### src/rtl/keypad_digit_display_pkg.sv
// Shared sizing and constants for the keypad entry / multiplexed display block.
package keypad_digit_display_pkg;

  localparam int DIGITS  = 4;
  localparam int DIGIT_W = 4;
  localparam int BUF_W   = DIGITS * DIGIT_W;
  localparam int CNT_W   = 3;
  localparam int SEL_W   = 2;

  localparam logic [DIGITS-1:0] BLANK_AN = 4'b1111;

  typedef logic [CNT_W-1:0]   count_t;
  typedef logic [DIGIT_W-1:0] digit_t;
  typedef logic [BUF_W-1:0]   digit_buf_t;

  // Entry count saturates once every display position holds a digit.
  function automatic count_t count_inc(input count_t c);
    if (c >= CNT_W'(DIGITS)) begin
      return CNT_W'(DIGITS);
    end
    return c + CNT_W'(1);
  endfunction

endpackage

### src/rtl/key_debounce.sv
// Debounces a synchronized key level and emits a one-cycle press pulse on the
// debounced 0->1 edge, capturing the key code that was present at that moment.
module key_debounce #(
  parameter int DEBOUNCE_CYCLES = 1000,
  parameter int VAL_W           = 4
) (
  input  logic             clk,
  input  logic             rst_n,
  input  logic             din_i,
  input  logic [VAL_W-1:0] val_i,
  output logic             level_o,
  output logic             press_o,
  output logic [VAL_W-1:0] val_o
);

  localparam int CNT_W = (DEBOUNCE_CYCLES > 1) ? $clog2(DEBOUNCE_CYCLES) : 1;
  localparam logic [CNT_W-1:0] CNT_LAST = CNT_W'(DEBOUNCE_CYCLES - 1);

  logic             level_q, level_d;
  logic [CNT_W-1:0] cnt_q, cnt_d;
  logic             press_q, press_d;
  logic [VAL_W-1:0] val_q, val_d;

  // The count only advances while the input disagrees with the debounced
  // level; any cycle of agreement drops it back to zero.
  always_comb begin
    level_d = level_q;
    cnt_d   = '0;
    press_d = 1'b0;
    val_d   = val_q;
    if (din_i != level_q) begin
      if (cnt_q == CNT_LAST) begin
        level_d = din_i;
        press_d = din_i;
        if (din_i) begin
          val_d = val_i;
        end
      end else begin
        cnt_d = cnt_q + CNT_W'(1);
      end
    end
  end

  always_ff @(posedge clk or negedge rst_n) begin
    if (!rst_n) begin
      level_q <= 1'b0;
      cnt_q   <= '0;
      press_q <= 1'b0;
      val_q   <= '0;
    end else begin
      level_q <= level_d;
      cnt_q   <= cnt_d;
      press_q <= press_d;
      val_q   <= val_d;
    end
  end

  assign level_o = level_q;
  assign press_o = press_q;
  assign val_o   = val_q;

endmodule

### src/rtl/seven_segs.sv
// Hex digit to seven-segment decoder; seg = {g,f,e,d,c,b,a}, segments active-low.
module seven_segs (
  input  logic [3:0] hex,
  output logic [6:0] seg
);

  always_comb begin
    seg = 7'h7F;
    case (hex)
      4'h0: seg = 7'h40;
      4'h1: seg = 7'h79;
      4'h2: seg = 7'h24;
      4'h3: seg = 7'h30;
      4'h4: seg = 7'h19;
      4'h5: seg = 7'h12;
      4'h6: seg = 7'h02;
      4'h7: seg = 7'h78;
      4'h8: seg = 7'h00;
      4'h9: seg = 7'h10;
      4'hA: seg = 7'h08;
      4'hB: seg = 7'h03;
      4'hC: seg = 7'h46;
      4'hD: seg = 7'h21;
      4'hE: seg = 7'h06;
      4'hF: seg = 7'h0E;
      default: seg = 7'h7F;
    endcase
  end

endmodule

### src/rtl/keypad_digit_display.sv
// Keypad entry buffer of four hex digits, shown on a time-multiplexed
// four-position seven-segment display with unentered positions blanked.
module keypad_digit_display
  import keypad_digit_display_pkg::*;
#(
  parameter int DEBOUNCE_CYCLES = 1000,
  parameter int REFRESH_BITS    = 16
) (
  input  logic         clk,
  input  logic         rst_n,
  input  logic         key_down,
  input  logic [3:0]   key_val,
  input  logic         clr,
  output logic         key_evt,
  output logic [15:0]  digits,
  output logic [2:0]   entry_count,
  output logic [3:0]   an,
  output logic [6:0]   seg
);

  logic                    kd_s1_q, kd_s2_q;
  digit_t                  kv_s1_q, kv_s2_q;
  logic                    press;
  logic                    level_unused;
  digit_t                  key_code;
  digit_buf_t              digits_q, digits_d;
  count_t                  count_q, count_d;
  logic [REFRESH_BITS-1:0] refresh_q, refresh_d;
  logic [SEL_W-1:0]        sel;
  digit_t                  digit_arr [DIGITS];
  digit_t                  active_digit;

  // key_val rides alongside key_down so both reach the debouncer aligned.
  always_ff @(posedge clk or negedge rst_n) begin
    if (!rst_n) begin
      kd_s1_q <= 1'b0;
      kd_s2_q <= 1'b0;
      kv_s1_q <= '0;
      kv_s2_q <= '0;
    end else begin
      kd_s1_q <= key_down;
      kd_s2_q <= kd_s1_q;
      kv_s1_q <= key_val;
      kv_s2_q <= kv_s1_q;
    end
  end

  key_debounce #(
    .DEBOUNCE_CYCLES (DEBOUNCE_CYCLES),
    .VAL_W           (DIGIT_W)
  ) u_debounce (
    .clk     (clk),
    .rst_n   (rst_n),
    .din_i   (kd_s2_q),
    .val_i   (kv_s2_q),
    .level_o (level_unused),
    .press_o (press),
    .val_o   (key_code)
  );

  // Clear outranks a coincident press; the press pulse itself is still visible.
  always_comb begin
    digits_d = digits_q;
    count_d  = count_q;
    if (clr) begin
      digits_d = '0;
      count_d  = '0;
    end else if (press) begin
      digits_d = {digits_q[BUF_W-DIGIT_W-1:0], key_code};
      count_d  = count_inc(count_q);
    end
  end

  assign refresh_d = refresh_q + REFRESH_BITS'(1);

  always_ff @(posedge clk or negedge rst_n) begin
    if (!rst_n) begin
      digits_q  <= '0;
      count_q   <= '0;
      refresh_q <= '0;
    end else begin
      digits_q  <= digits_d;
      count_q   <= count_d;
      refresh_q <= refresh_d;
    end
  end

  assign sel = refresh_q[REFRESH_BITS-1 -: SEL_W];

  for (genvar gi = 0; gi < DIGITS; gi++) begin : g_pos
    assign digit_arr[gi] = digits_q[gi*DIGIT_W +: DIGIT_W];
    assign an[gi] = ((sel == SEL_W'(gi)) && (CNT_W'(gi) < count_q)) ? 1'b0 : BLANK_AN[gi];
  end

  assign active_digit = digit_arr[sel];

  seven_segs u_segs (
    .hex (active_digit),
    .seg (seg)
  );

  assign key_evt     = press;
  assign digits      = digits_q;
  assign entry_count = count_q;

endmodule

### config.mk
export PLATFORM = sky130hd
export DESIGN_NAME = keypad_digit_display
export DESIGN_NICKNAME = d
export VERILOG_FILES = /design/src/rtl/keypad_digit_display_pkg.sv /design/src/rtl/key_debounce.sv /design/src/rtl/seven_segs.sv /design/src/rtl/keypad_digit_display.sv
export SDC_FILE = /design/constraint.sdc
export NUM_CORES = 1
export LEC_CHECK = 0
export ABC_CLOCK_PERIOD_IN_PS = 2740
export CORE_ASPECT_RATIO = 0.8
export CORE_MARGIN = 5
export CORE_UTILIZATION = 55
export DETAILED_ROUTE_END_ITERATION = 12
export PLACE_DENSITY = 0.87
export SLEW_MARGIN = 20
export SYNTH_ARGS = -nofsm -noshare
export SYNTH_HDL_FRONTEND = slang
export SYNTH_HIERARCHICAL = 1
export SYNTH_SLANG_ARGS = --single-unit
### constraint.sdc
create_clock -name clk -period 2.74 [get_ports clk]
set_input_delay 0.822 -clock clk [delete_from_list [all_inputs] [get_ports clk]]
set_output_delay 0.822 -clock clk [all_outputs]
set_load 0.01 [all_outputs]
======== Yosys cells after proc, flatten, opt, wreduce, memory -nomap -nowiden ========
Memory sizes are Yosys's and may differ from the RTL's.
Index checks and enable logic that the tools add are counted.
storage, ports and cells
  ROM bits ................................ 112
  input bits .............................. 8
  output and inout bits ................... 31
  flip-flop bits (word level) ............. 61
  memories ................................ 1
operators by class
  $lt $le $gt $ge ......................... 6
  bitwise operators ....................... 1
  reductions and logical operators ........ 8
  $add $sub $neg .......................... 3
  mux-type cells .......................... 20
  equal/unequal tests ..................... 5
memories
  memory            words  bits a word  read ports  clocked after memory_dff  wr ports  line             source
  (name not given)  16     7            1           0                         0         seven_segs.sv:9  case (hex)
operator list
  cell                                                       number
  2-to-1 mux 16 bit                                          2
  2-to-1 mux 10 bit                                          2
  adder 16 x 1 -> 16 bit, second input constant              1
  2-to-1 mux 3 bit                                           4
  adder 10 x 1 -> 10 bit, second input constant              1
  == test 10 bit, second input constant                      1
  2-to-1 mux 1 bit                                           9
  binary-select mux 4 bit (select 2 bit)                     1
  2-to-1 mux 4 bit                                           2
  >= comparator 3 bit, second input constant                 2
  less-than comparator 1 x 3 -> 1 bit, first input constant  2
  less-than comparator 2 x 3 -> 1 bit, first input constant  2
  == test 2 bit, second input constant                       2
  logical AND 1 bit                                          4
  adder 3 x 1 -> 3 bit, second input constant                1
  NOT 2 -> 3 bit                                             1
  AND reduction 3 bit                                        1
  == test 2 x 1 -> 1 bit, second input constant              1
  logical NOT 2 bit                                          1
  AND reduction 2 bit                                        1
  nonzero test 2 bit                                         1
  inequality test 1 bit                                      1

======== Depth between registers and ports, before layout ========
Gate-level depths: netlist of run 1.
  depth in word-level cells ............... 7
  depth in mapped cells ................... 7

======== By module ========
The synthesis of run 1 kept the hierarchy.
modules (own cells, without submodules)
  module                area an instance (µm²)  cells each  instances
  keypad_digit_display  1911.8                  146         1
  key_debounce          745.7                   66          1
  seven_segs            274.0                   33          1

======== Worst setup path after synthesis of run 1 ========
No wires, ideal clock.
  path kind ............................... reg2out
  start ................................... register refresh_q[14]
  end ..................................... output seg[3]
  data required time ...................... 1.918 ns
  arrival ................................. 1.875 ns
  setup slack ............................. 0.043 ns
  path buffers ............................ 1
  stages on the path, launching flop included .. 7
  cell sequence ........................... dfrtp_1 > clkbuf_8 > mux4_2 > inv_1 > ha_1 > inv_1 > mux4_1
between the ends
  cells in the longest elaborated chain, start to end .. 5
RTL lines
  what                                                  line                        source
  start: declaration                                    keypad_digit_display.sv:28  logic [REFRESH_BITS-1:0] refresh_q, refresh_d;
  start signal: assignment                              keypad_digit_display.sv:84  refresh_q <= refresh_d;
  NOT 2 -> 3 bit (not written as such)                  keypad_digit_display.sv:95  assign active_digit = digit_arr[sel];
  binary-select mux 4 bit (select 2 bit)                keypad_digit_display.sv:95
  2-to-1 mux 4 bit (not written as such) (2 in series)  keypad_digit_display.sv:95
  via active_digit[0]                                   keypad_digit_display.sv:31  digit_t active_digit;
  memory read (16 x 7 bit)                              -
  end: declaration                                      keypad_digit_display.sv:18  output logic [6:0] seg
The timed path passes the listed nets, and every way through them passes these cells. The select of a mux whose other input is x is not followed.

======== Worst setup path in the final report of run 1 ========
Ends and elaborated chain as after synthesis.

==> results by group, run 1 <==
Run status
  • Status: complete, but fails checks
  • Failing checks: setup timing

Power and ir drop
  • Clock power share: 0.449
  • Sequential Power Share: 0.525
  • IR drop worst, VDD: 0.4071 mV
  • PwrDens: 447.5 nW/um^2
  • Sw Share: 0.2175
  • Int Pwr: 0.001370 W
  • Leakage: 1.719 nW
  • Design Power: 0.001750 W
  • Net Sw Power: 0.0003807 W
  • Comb power frac: 0.026

Placement
  • Final GP Congestion: 0.8738
  • PortBufs: 38
  • Detailed placement HPWL: 4.289 mm
  • DP Cell Count: 368

Yosys
  • Sequential area share after synthesis: 0.5207
  • Largest family of logic cells by synthesized area: simple AND/OR/NAND/NOR gates
  • Syn nets: 264
  • Cells after synthesis: 245
  • Syn. warnings: 6
  • Post-Synth Simple-Gate Area: 0.1724
  • Top cell type's share of synthesized area: 0.5207
  • Most used DFF post-synth: dfrtp_1
  • Area contributors post-synth: dfrtp_1 (52%), mux2i_1 (6.8%), ha_1 (4.7%), nor2_1 (3.8%), xor2_1 (3.3%)
  • Adder-cell area share of the yosys netlist: 0.04695
  • EDFF count, synth: 0
  • Post-synthesis mux area share: 0.1285
  • Compound-gate portion of the synthesized area: 0.03671
  • XOR/XNOR share of the synthesized area: 0.05676
  • Cell variety after synth: 44
  • Asr flop ratio synth: 1.000
  • Flops & latches, synth: 61
  • Mean post-synth cell area: 11.97 sq um
  • Mapped Area: 2932 sq um
  • Post-synth top area cell: dfrtp_1

Global route
  • Vias in the first global route: 2234
  • Largest net degree at the start of global routing: 38
  • First-pass GRT wire length: 10.88 mm
  • Total grt overflow: 0
  • GRT Util Overall: 0.2104
  • Antenna violations before repair: 0

Clock network
  • CTS sink cnt: 61
  • Worst-Skew Late Latency: 0.34 ns
  • CTS tree: built
  • Total CTS buffers: 9
  • Hold_buf cts: 0
  • Clock root cell: clkbuf_8
  • Reg clk slew, reported paths: 0.06 ns
  • Deepest clock path buffer count: 2
  • H-tree Lvls: 3

Floorplan
  • Horiz. Die Dim: 91.63 um
  • Initial Util: 0.5755
  • # IOs: 39
  • Die height: 75.30 um
  • Die footprint: 6899 sq um
  • Core area: 5094 sq um
  • Row count: 23

Timing
  • Min Tclk post-route: 3.068 ns
  • RSZ-0062 raised after global routing: true
  • Setup Skew: 0.01035 ns
  • Final hold slack: 0.3472 ns
  • Final hold vios: 0
  • Worst Slack Setup Final: -0.3276 ns
  • # setup viols final: 7
  • Max-slew violations: 0
  • Crit share post-route: 1.120
  • Worst-Margin Slew: 0.7074 ns
  • Max_slew headroom: 0.5269
  • Fmax: 326.0 MHz

Worst setup path
  • Worst setup SP type: register
  • Crit-path max FO: 4
  • Required @ worst endpoint: 1.92 ns
  • Arr. time, crit path: 2.25 ns
  • Setup CP Type: register to output pin
  • Crit. End Element: output pin

Detailed routing
  • Via count: 2129
  • Post-DRT Antenna Nets: 0
  • Routed WL: 6.576 mm
  • Iter 0 DRT Violations: 74
  • Via density: 5.431
  • DRC: 0
  • Avg WL per Cell: 16.78 um
  • Router iterations before antenna repair: 4

Layout
  • Nets: 344
  • Share of cells above drive strength 1: 0.2939
  • Synthesis-to-finish area growth: 33.42%
  • Ant diodes: 0
  • Filler cells: 311
  • Final cell count without fillers: 392

Hold path
  • Hold Crit Class: register to register

Run
  • Max Cap Viol: 0
critical path: stages (launching register included):
cell	delay, ns
dfrtp_2	0.40
mux4_2	0.60
buf_6	0.16
ha_4	0.15
mux4_2	0.46
buf_6	0.14
Yosys cell counts (all sizes together), types with 2 or more instances:
master and count:
o21bai 2, a31oi 3, nor2 30, nand2 9
nand3 15, mux2 5, buf 6, xor2 11
dfrtp 61, ha 11, nand2b 4, a21oi 4
and4 2, nand4 6, mux2i 20, inv 14
o211ai 2, or3 4, clkbuf 3, nor4 5
xnor2 8, mux4 5, nor3 5
stage by stage:
stage	cell area, sq um	utilization	setup slack (ns)	setup TNS (ns)
detailed placement	3578	0.7025	-0.3551	-1.894
global route	3911	0.7679	-0.3995	-2.188
finish	3911	0.7679	-0.3276	-1.560
floorplan	2932	-	0.04278	0
CTS	3852	0.7563	-0.3319	-1.651
global placement	3578	0.7025	-0.2804	-1.410
power groups by stage:
stage                     Clock [W]  Sequential (W)  Combinational, W
final                      0.000786        0.000918         0.0000459
after CTS                  0.000803        0.000918         0.0000470
after floorplan                   0        0.000933         0.0000142
after global placement            0        0.000934         0.0000462
after global routing       0.000850        0.000919         0.0000532
after detailed placement          0        0.000935         0.0000469
area by class of cell:
cell class / count / area [sq um] / area share
Sequential cell: 61 / 1529 / 0.3909
Inverter: 14 / 55.05 / 0.01408
Timing Repair Buffer: 78 / 689.4 / 0.1763
Clock buffer: 12 / 145.1 / 0.03711
Multi-Input combinational cell: 161 / 1368 / 0.3496
Tap cell: 62 / 77.57 / 0.01983
Clock inverter: 4 / 47.55 / 0.01216
cells by family after synthesis:
kind of cell,count (synthesis)
flip-flops,61
buffers and inverters,23
AND/OR/NAND/NOR,85
XOR/XNOR,19
adder cells (fa/ha/maj),11
AO/OA/AOI/OAI,16
multiplexers,30
path summary, 6_finish.rpt:
| kind | slack [ns] | start | depth (start not counted) | end |
|---|---|---|---|---|
| worst max-delay path | -0.33 | refresh_q[14] | 5 | seg[3] |
| worst min-delay path | 0.35 | kv_s1_q[3] | 0 | kv_s2_q[3] |
| worst max register to register | 1.06 | u_debounce/cnt_q[3] | 4 | u_debounce/val_o[2] |
| worst min register to register | 0.35 | kv_s1_q[3] | 0 | kv_s2_q[3] |
| max in group asynchronous | 1.66 | rst_n | 2 | refresh_q[14] |
| min in group asynchronous | 0.47 | rst_n | 1 | kd_s1_q |
layout by cell type (no fill, tap or decap), types with 5 or more instances in the layout:
| cell type | instances |
|---|---|
| ha_1 | 5 |
| inv_1 | 11 |
| dfrtp_1 | 59 |
| nand3_1 | 14 |
| nand2_1 | 9 |
| mux4_2 | 5 |
| buf_2 | 7 |
| nor2_1 | 30 |
| clkbuf_8 | 10 |
| buf_4 | 31 |
| mux2i_1 | 19 |
| buf_6 | 9 |
| clkdlybuf4s50_1 | 30 |
| xnor2_1 | 8 |
| xor2_1 | 11 |
repair_timing:
| item | in CTS | in global routing |
|---|---|---|
| pin swaps | 2 | 4 |
| setup buffers | 8 | 1 |
| gates resized for setup | 44 | 14 |
| gates cloned | 0 | 0 |
| endpoints found under the setup margin | 7 | 8 |
metal layers:
metal / vias up / GRT usage / wire length [um]
li1: 1022 / - / -
met1: 1050 / 0.2464 / 2828
met2: 46 / 0.3555 / 3243
met3: 11 / 0.08193 / 367
met4: 0 / 0.08696 / 138
met5: - / 0 / 0
flip-flops by register name (all words and copies together) (netlist names):
register and cells:
u_debounce/cnt_q 10, u_debounce/val_o 4, kd_s1_q 1, kv_s2_q 4, entry_count 3, digits 16, kd_s2_q 1, refresh_q 16
kv_s1_q 4, u_debounce/level_o 1, u_debounce/press_o 1
No activity file was read; power rests on OpenSTA's default activity.
==> run 2: changes to the inputs <==
--- a/config.mk
+++ b/config.mk
@@ -9,6 +9,7 @@
 export CORE_ASPECT_RATIO = 0.8
 export CORE_MARGIN = 5
 export CORE_UTILIZATION = 55
+export CTS_BUF_LIST = sky130_fd_sc_hd__clkbuf_8
 export DETAILED_ROUTE_END_ITERATION = 12
 export PLACE_DENSITY = 0.87
 export SLEW_MARGIN = 20
@@ -16,3 +17,4 @@
 export SYNTH_HDL_FRONTEND = slang
 export SYNTH_HIERARCHICAL = 1
 export SYNTH_SLANG_ARGS = --single-unit
+export TNS_END_PERCENT = 30
==> run 2 against run 1 <==
Net effect:
- the flow still finishes with violations (setup timing)
- hold slack did not move
- register-to-register slack barely moved
- first-iteration DRC count rose by 30%
- sequential share of layout area rose by 0.33 points
- cell count fell by 0.26%
- power fell by 0.54%
- via count rose by 0.47%
- critical path depth did not move
- clock power fell by 1%
- die area did not move
- combinational power fell by 1%
- critical path type unchanged
- largest power group unchanged
==> results by group, run 2 (same netlist as run 1, synthesis figures left out) <==
Run status
  • Status: complete, but fails checks
  • Failing checks: setup timing

Placement
  • Final GP Congestion: 0.8738
  • Detailed placement HPWL: 4.289 mm
  • PortBufs: 38

Timing
  • # setup viols final: 7
  • Final hold slack: 0.3472 ns
  • Worst-Margin Slew: 0.6845 ns
  • Final hold vios: 0
  • Setup Skew: 0.01091 ns
  • Max-slew violations: 0
  • RSZ-0062 raised after global routing: true
  • Fmax: 325.6 MHz
  • Crit share post-route: 1.121
  • Min Tclk post-route: 3.071 ns
  • Worst Slack Setup Final: -0.3309 ns
  • Max_slew headroom: 0.5422

Power and ir drop
  • PwrDens: 449.3 nW/um^2
  • Leakage: 1.716 nW
  • IR drop worst, VDD: 0.4071 mV

Worst setup path
  • Required @ worst endpoint: 1.92 ns
  • Setup CP Type: register to output pin
  • Arr. time, crit path: 2.25 ns
  • CP startpoint: refresh_q[14]
  • Crit-path max FO: 4
  • Crit. End Element: output pin
  • Reg2reg start: u_debounce/cnt_q[3]
  • Worst setup SP type: register

Hold path
  • Hold_sp: kv_s1_q[3]
  • Hold Crit Class: register to register

Detailed routing
  • Via count: 2139
  • Iter 0 DRT Violations: 96
  • Via density: 5.471
  • Post-DRT Antenna Nets: 0
  • DRC: 0
  • Avg WL per Cell: 16.70 um
  • Router iterations before antenna repair: 4
  • Routed WL: 6.531 mm

Floorplan
  • Die height: 75.30 um
  • Horiz. Die Dim: 91.63 um
  • Initial Util: 0.5755
  • Row count: 23
  • Core area: 5094 sq um
  • # IOs: 39
  • Die footprint: 6899 sq um

Layout
  • Nets: 343
  • Register Area: 1528 sq um
  • Commonest non-fill, non-tap cell in the layout: dfrtp_1
  • Most frequent cells in the layout: dfrtp_1 (60), buf_4 (33), nor2_1 (30), clkdlybuf4s50_1 (30), mux2i_1 (19)
  • Share of cells above drive strength 1: 0.2827
  • Synthesis-to-finish area growth: 32.18%
  • Final Core Density: 0.7607
  • Ant diodes: 0
  • Filler cells: 311
  • Multi-input gate area: 1351 sq um

Global route
  • GRT Max-Usage Layer: met2
  • Largest net degree at the start of global routing: 38
  • First-pass GRT wire length: 10.88 mm
  • Total grt overflow: 0
  • GRT Util Overall: 0.2104
  • Vias in the first global route: 2236
  • Met1 usage: 0.2464
  • GR Util met3: 0.08193
  • GRT met2 Usage: 0.3555
  • Antenna violations before repair: 0

Run
  • Max Cap Viol: 0

Clock network
  • H-tree Lvls: 3
  • Total CTS buffers: 9
  • CTS tree: built
  • CTS sink cnt: 61
  • Hold_buf cts: 0
  • Clock root cell: clkbuf_8
  • Deepest clock path buffer count: 2
  • Reg clk slew, reported paths: 0.06 ns
  • Worst-Skew Late Latency: 0.34 ns
## run 2: final cells by class
cell class | instances | share of cell area
inverters | 14 | 0.01421
clock buffers | 10 | 0.03552
multi-input cells | 161 | 0.3487
repair buffers | 77 | 0.1731
flip-flops and latches | 61 | 0.3943
clock inverters | 6 | 0.01421
well taps | 62 | 0.02002
## run 2: what timing repair did
action                     in CTS  in global routing
setup endpoints to repair       7                  8
resized for setup              44                  6
pin swaps                       2                  2
buffers inserted                8                  0
## run 2: critical path, stage by stage, from the launching register on
cell and delay [ns]:
dfrtp_1 0.40, mux4_2 0.60, buf_6 0.16, ha_4 0.15
mux4_2 0.46, buf_6 0.14
## run 2: path summary, 6_finish.rpt
check | slack (ns) | to | cells after the start
min in group asynchronous | 0.46 | kd_s1_q | 1
worst max register to register | 1.06 | u_debounce/val_o[2] | 4
worst min-delay path | 0.35 | kv_s2_q[3] | 0
max in group asynchronous | 1.67 | refresh_q[15] | 2
worst max-delay path | -0.33 | seg[3] | 5
worst min register to register | 0.35 | kv_s2_q[3] | 0
## run 2: layer usage
metal / vias up / wire length, um
met1: 1063 / 2805
met4: 0 / 157
li1: 1015 / -
met2: 48 / 3156
met3: 13 / 412
met5: - / 0
## run 2: through the flow
stage                     instance area [sq um]  TNS [ns]  setup WS, ns  total power [W]  std cells
final                                      3875    -1.685       -0.3309         0.001741        391
after detailed placement                   3578    -1.894       -0.3551        0.0009818        368
after floorplan                            2932         0       0.04278        0.0009473        245
after global routing                       3875    -2.445       -0.4223         0.001814        391
after CTS                                  3852    -1.651       -0.3319         0.001761        391
after global placement                     3578    -1.410       -0.2804        0.0009804        368
## run 2: report_power, final
part	switching, W	internal, W
Sequential	0.00000662	0.000912
Clock	0.000343	0.000435
Combinational	0.0000294	0.0000160
Total	0.000379	0.00136
